### src/rtl/param_alu_proc.sv
// Multi-cycle memory-to-memory ALU processor sharing one single-port memory through a req/rdy handshake.
// state | meaning: FETCH read instr at PC | RD_A read mem[A] | RD_B read mem[B] | WRITE store result to mem[A] | HALT done
module param_alu_proc #(
    parameter int DATA_W   = 16,
    parameter int ADDR_W   = 6,
    parameter int PROG_LEN = 2**ADDR_W
) (
    input  logic              i_clk,
    input  logic              i_rst,
    input  logic [DATA_W-1:0] i_memData,
    input  logic              i_memRdy,
    output logic              o_memReq,
    output logic              o_memWrEnable,
    output logic [ADDR_W-1:0] o_memAddr,
    output logic [DATA_W-1:0] o_memData,
    output logic [ADDR_W-1:0] o_pc,
    output logic              o_retired,
    output logic              o_halted
);

    localparam logic [2:0] S_FETCH = 3'd0;
    localparam logic [2:0] S_RD_A  = 3'd1;
    localparam logic [2:0] S_RD_B  = 3'd2;
    localparam logic [2:0] S_WRITE = 3'd3;
    localparam logic [2:0] S_HALT  = 3'd4;

    localparam int                SH_W    = $clog2(DATA_W);
    localparam logic [ADDR_W-1:0] LAST_PC = ADDR_W'(PROG_LEN - 1);
    localparam logic [DATA_W-1:0] W_LIMIT = DATA_W'(DATA_W);

    logic [2:0]        state_q, state_d;
    logic [ADDR_W-1:0] pc_q, pc_d;
    logic [DATA_W-1:0] instr_q, instr_d;
    logic [DATA_W-1:0] opa_q, opa_d;
    logic [DATA_W-1:0] opb_q, opb_d;
    logic              retired_q, retired_d;

    logic [3:0]        op;
    logic [ADDR_W-1:0] a_fld, b_fld;
    logic [DATA_W-1:0] opb_eff, result;
    logic [SH_W-1:0]   shamt;
    logic              shift_big;

    assign op        = instr_q[2*ADDR_W+3 -: 4];
    assign a_fld     = instr_q[2*ADDR_W-1 -: ADDR_W];
    assign b_fld     = instr_q[ADDR_W-1:0];
    assign opb_eff   = op[3] ? {{(DATA_W-ADDR_W){1'b0}}, b_fld} : opb_q;
    assign shamt     = opb_eff[SH_W-1:0];
    assign shift_big = (opb_eff >= W_LIMIT);

    // Shift amounts of DATA_W or more saturate instead of relying on operator semantics.
    always_comb begin
        result = '0;
        case (op[2:0])
            3'd0: result = opa_q + opb_eff;
            3'd1: result = opa_q - opb_eff;
            3'd2: result = shift_big ? {DATA_W{opa_q[DATA_W-1]}} : $unsigned($signed(opa_q) >>> shamt);
            3'd3: result = shift_big ? '0 : (opa_q >> shamt);
            3'd4: result = shift_big ? '0 : (opa_q << shamt);
            3'd5: result = opa_q & opb_eff;
            3'd6: result = opa_q | opb_eff;
            default: result = opa_q ^ opb_eff;
        endcase
    end

    always_comb begin
        state_d   = state_q;
        pc_d      = pc_q;
        instr_d   = instr_q;
        opa_d     = opa_q;
        opb_d     = opb_q;
        retired_d = 1'b0;
        case (state_q)
            S_FETCH: if (i_memRdy) begin
                instr_d = i_memData;
                state_d = S_RD_A;
            end
            S_RD_A: if (i_memRdy) begin
                opa_d   = i_memData;
                state_d = op[3] ? S_WRITE : S_RD_B;
            end
            S_RD_B: if (i_memRdy) begin
                opb_d   = i_memData;
                state_d = S_WRITE;
            end
            S_WRITE: if (i_memRdy) begin
                retired_d = 1'b1;
                if (pc_q == LAST_PC) begin
                    state_d = S_HALT;
                end else begin
                    pc_d    = pc_q + 1'b1;
                    state_d = S_FETCH;
                end
            end
            S_HALT:  state_d = S_HALT;
            default: state_d = S_FETCH;
        endcase
    end

    always_ff @(posedge i_clk) begin
        if (i_rst) begin
            state_q   <= S_FETCH;
            pc_q      <= '0;
            instr_q   <= '0;
            opa_q     <= '0;
            opb_q     <= '0;
            retired_q <= 1'b0;
        end else begin
            state_q   <= state_d;
            pc_q      <= pc_d;
            instr_q   <= instr_d;
            opa_q     <= opa_d;
            opb_q     <= opb_d;
            retired_q <= retired_d;
        end
    end

    always_comb begin
        o_memAddr = '0;
        case (state_q)
            S_FETCH: o_memAddr = pc_q;
            S_RD_A:  o_memAddr = a_fld;
            S_RD_B:  o_memAddr = b_fld;
            S_WRITE: o_memAddr = a_fld;
            default: o_memAddr = '0;
        endcase
    end

    assign o_memReq      = (state_q != S_HALT);
    assign o_memWrEnable = (state_q == S_WRITE);
    assign o_memData     = (state_q == S_WRITE) ? result : '0;
    assign o_pc          = pc_q;
    assign o_retired     = retired_q;
    assign o_halted      = (state_q == S_HALT);

endmodule

### config.mk
export PLATFORM = sky130hd
export DESIGN_NAME = param_alu_proc
export DESIGN_NICKNAME = d
export VERILOG_FILES = /design/src/rtl/param_alu_proc.sv
export SDC_FILE = /design/constraint.sdc
export NUM_CORES = 1
export LEC_CHECK = 0
export CAP_MARGIN = 5
export CORE_ASPECT_RATIO = 1.4
export CORE_MARGIN = 5
export CORE_UTILIZATION = 55
export DETAILED_ROUTE_END_ITERATION = 10
export PLACE_DENSITY = 0.73
export SETUP_SLACK_MARGIN = 0.3
export SLEW_MARGIN = 20
export SYNTH_ARGS = -nofsm -noshare
export SYNTH_HDL_FRONTEND = slang
export SYNTH_SLANG_ARGS = --single-unit
### constraint.sdc
create_clock -name i_clk -period 10.4 [get_ports i_clk]
set_input_delay 1.04 -clock i_clk [delete_from_list [all_inputs] [get_ports i_clk]]
set_output_delay 1.04 -clock i_clk [all_outputs]
set_load 0.01 [all_outputs]
==> results.ini <==
[outcome]
status = finished clean

[route]
firstDrtPassIters = 5
wl_per_cell_um = 22.44
drc = 0
drt_wl_total_um = 23860
drtIter0Drc = 852
drt.antenna.violating_nets = 0
routed_via_density = 6.767
via_count = 7193

[synthesis]
syn_nets = 979
synth_commonest_cells = 160 x nand2_1, 104 x a21oi_1, 69 x nor2_1
synth_seq_cells = 58
yosys-top-cells-area = dfxtp_1 18%, ha_1 9.9%, nand2_1 9.5%, a21oi_1 8.3%, mux2i_1 7.8%
yosys.cell_count.top_type = nand2_1
synth_top_cell_area_share = 0.1845
synth_top_area_cell = dfxtp_1
synth_warnings = 0
synth-edff-count = 0
async_reset_ff_frac = 0
ys.flop_type = dfxtp_1
synth_cells = 909
syn_avg_cell_area_um2 = 6.925
syn-cell-area_um2 = 6295
ys_seq_area_frac = 0.1845
synth.distinct_cells = 67

[worst_setup_path]
end_kind = output pin
worstRegToRegCells = 7
critical_path.endpoint = o_memData[10]
reg2reg_to = o_pc[5]
crit_path_start_kind = register
crit_type = register to output pin
required_ns = 9.36
r2r-start = state_q[1]
rrSetupSlack_ns = 7.97
crit_chain = buf_4 -> mux2i_4 -> buf_4 -> inv_1 -> xnor2_1 -> ha_1 -> nor2b_1 -> o31a_1 -> nor4_1 -> o32a_1 -> and2_1 -> a21boi_0 -> a21oi_1 -> clkdlybuf4s50_1
worstSetupStartpoint = instr_q[15]
slowest_delay_ns = 0.62
cp.arrival_ns = 5.34
cp_max_fo = 42
critical_path.most_common_cell = buf_4
crit_slowest_cell = dfxtp_1

[sta]
tightest_slew_ns = 1.013
hold_viol = 0
setup_violations = 0
fin_crit_sh = 0.6133
finalMaxSlewViolations = 0
rsz0062_at_grt = no
setup_tns_ns = 0
fmaxAchievable_mhz = 156.8
maxSlewHeadroom = 0.3249
finalClockSkew_ns = 0.007747
post-route-min-period_ns = 6.379

[placement]
place.gp.congestion = 1.024
io_buffers = 50
placed_area_um2 = 6797
dp_hpwl_um = 17250

[global_routing]
gr-total-overflow = 0
grt_max_degree = 59
grt_use_total = 0.3487
grt_pass1_wl_um = 37380
grt_pass1_vias = 6961
antenna_found_initial = 0

[floorplan]
initial_core_util = 0.5580
io_pins = 51
dieArea_um2 = 13710
core-area_um2 = 11280
die_h_um = 136.6
fp-row-count = 46
die_x_um = 100.4

[layout]
antenna_cells = 0
area_delta_synth_final_pct = 12.22
final_cell_area_um2 = 7064
drive_above_1_share = 0.05114
seq_area_um2 = 1161
multiInputGateArea_um2 = 4712
n_fill_cell = 996
nets = 984

[clocking]
cts_sinks = 58
clk_path_buf_depth = 2
cts_tree = yes
worstSkewPairLatency_ns = 0.33
hold_buffers = 0
path_clk_slew_ns = 0.05
htreeDepth = 3
clockRootBuffer = clkbuf_16
post_cts_buffers = 0
cts_buffers = 9
post_cts_resized = 0

[pwr]
combPwrFrac = 0.387
p_per_area_nw_per_um2 = 119.1
switching_share = 0.3777
pwr-share-clk = 0.312
internal_power_mw = 0.5238
peakVddDrop_uv = 137.5
power_switching_mw = 0.3179
seq_power_share = 0.300
p_leak_nw = 2.760

[hold_path]
hold_class = register to register

[job]
drv_cap = 0

-- stage by stage --
step | cells | power [mW] | util | setup WS, ns | hold WS, ns
finish | 1063 | 0.8417 | 0.6262 | 4.021 | 0.4708
floorplan | 909 | 0.4788 | - | 5.586 | 0.4367
CTS | 1063 | 0.8306 | 0.6260 | 4.092 | 0.4670
detailed placement | 1047 | 0.5688 | 0.6025 | 4.445 | 0.4516
global route | 1063 | 0.8779 | 0.6262 | 3.756 | 0.4901
global placement | 1047 | 0.5649 | 0.6025 | 4.499 | 0.4451
-- worst max-delay path: cells and delay by family (launching register included) --
family	cells	cell delay [ns]
AOI/OAI and AO/OA	4	0.89
xor gates and xnor gates	1	0.26
adders and majority gates	1	0.35
buffers and inverters	4	1.82
DFF	1	0.62
muxes	1	0.26
and+or+nand+nor	3	0.78
-- cells in the final DEF, fill, tap and decap left out, drive strengths merged, types with 5 or more instances in the layout --
cell           instances
nand2b                16
o311ai                 7
o211ai                 8
a21oi                104
inv                   41
nor2                  70
clkdlybuf4s50         49
a21o                   5
mux2i                 53
o221ai                 6
mux4                   5
or3                    6
ha                    50
clkbuf                13
xnor2                 22
xor2                   6
and2                   5
o21ai                 67
nand3                 27
nor3                  18
nand2                160
nor2b                  5
buf                   13
a31oi                 16
dfxtp                 58
o31ai                  5
a211oi                12
o22ai                  8
-- sequential cells by signal (all words and copies together) (netlist names) --
register,cells
instr_q,16
o_pc,6
o_retired,1
opa_q,16
opb_q,16
state_q,3
-- per-layer routing --
layer	up-vias	part of all wire	global-route usage
met3	138	0.094	0.05405
li1	3243	-	-
met4	0	0.083	0.2712
met2	493	0.48	0.5774
met1	3319	0.35	0.3963
met5	-	0	0
-- kinds of logic after synthesis --
family,Yosys count,synth area share
AOI/OAI and AO/OA,274,0.2640
and+or+nand+nor,329,0.2292
buffers and inverters,110,0.07175
xor gates and xnor gates,28,0.03896
muxes,59,0.1091
DFF,58,0.1845
adders and majority gates,51,0.1026
-- worst min-delay path by stage --
stage,start,endpoint,cells after the start
after floorplan,instr_q[10],instr_q[10],2
after global placement,instr_q[6],instr_q[6],2
after detailed placement,instr_q[7],instr_q[7],2
after CTS,instr_q[8],instr_q[8],2
after global routing,instr_q[8],instr_q[8],2
final,instr_q[8],instr_q[8],2
-- power by group through the flow --
stage	logic, mW	clock network [mW]	registers, mW
after CTS	0.316	0.263	0.251
after global routing	0.350	0.275	0.253
after floorplan	0.235	0	0.244
after global placement	0.310	0	0.254
after detailed placement	0.314	0	0.255
final	0.326	0.263	0.253
-- area by class of cell --
| type | count | share of cell area |
|---|---|---|
| tap | 144 | 0.02550 |
| multi-input combinational | 741 | 0.6670 |
| clock buffer | 13 | 0.03542 |
| clock inverter | 3 | 0.002125 |
| timing repair buffer | 62 | 0.08289 |
| sequential | 58 | 0.1644 |
| inverter | 42 | 0.02267 |
Note: power is estimated with default switching activity, not from simulation.
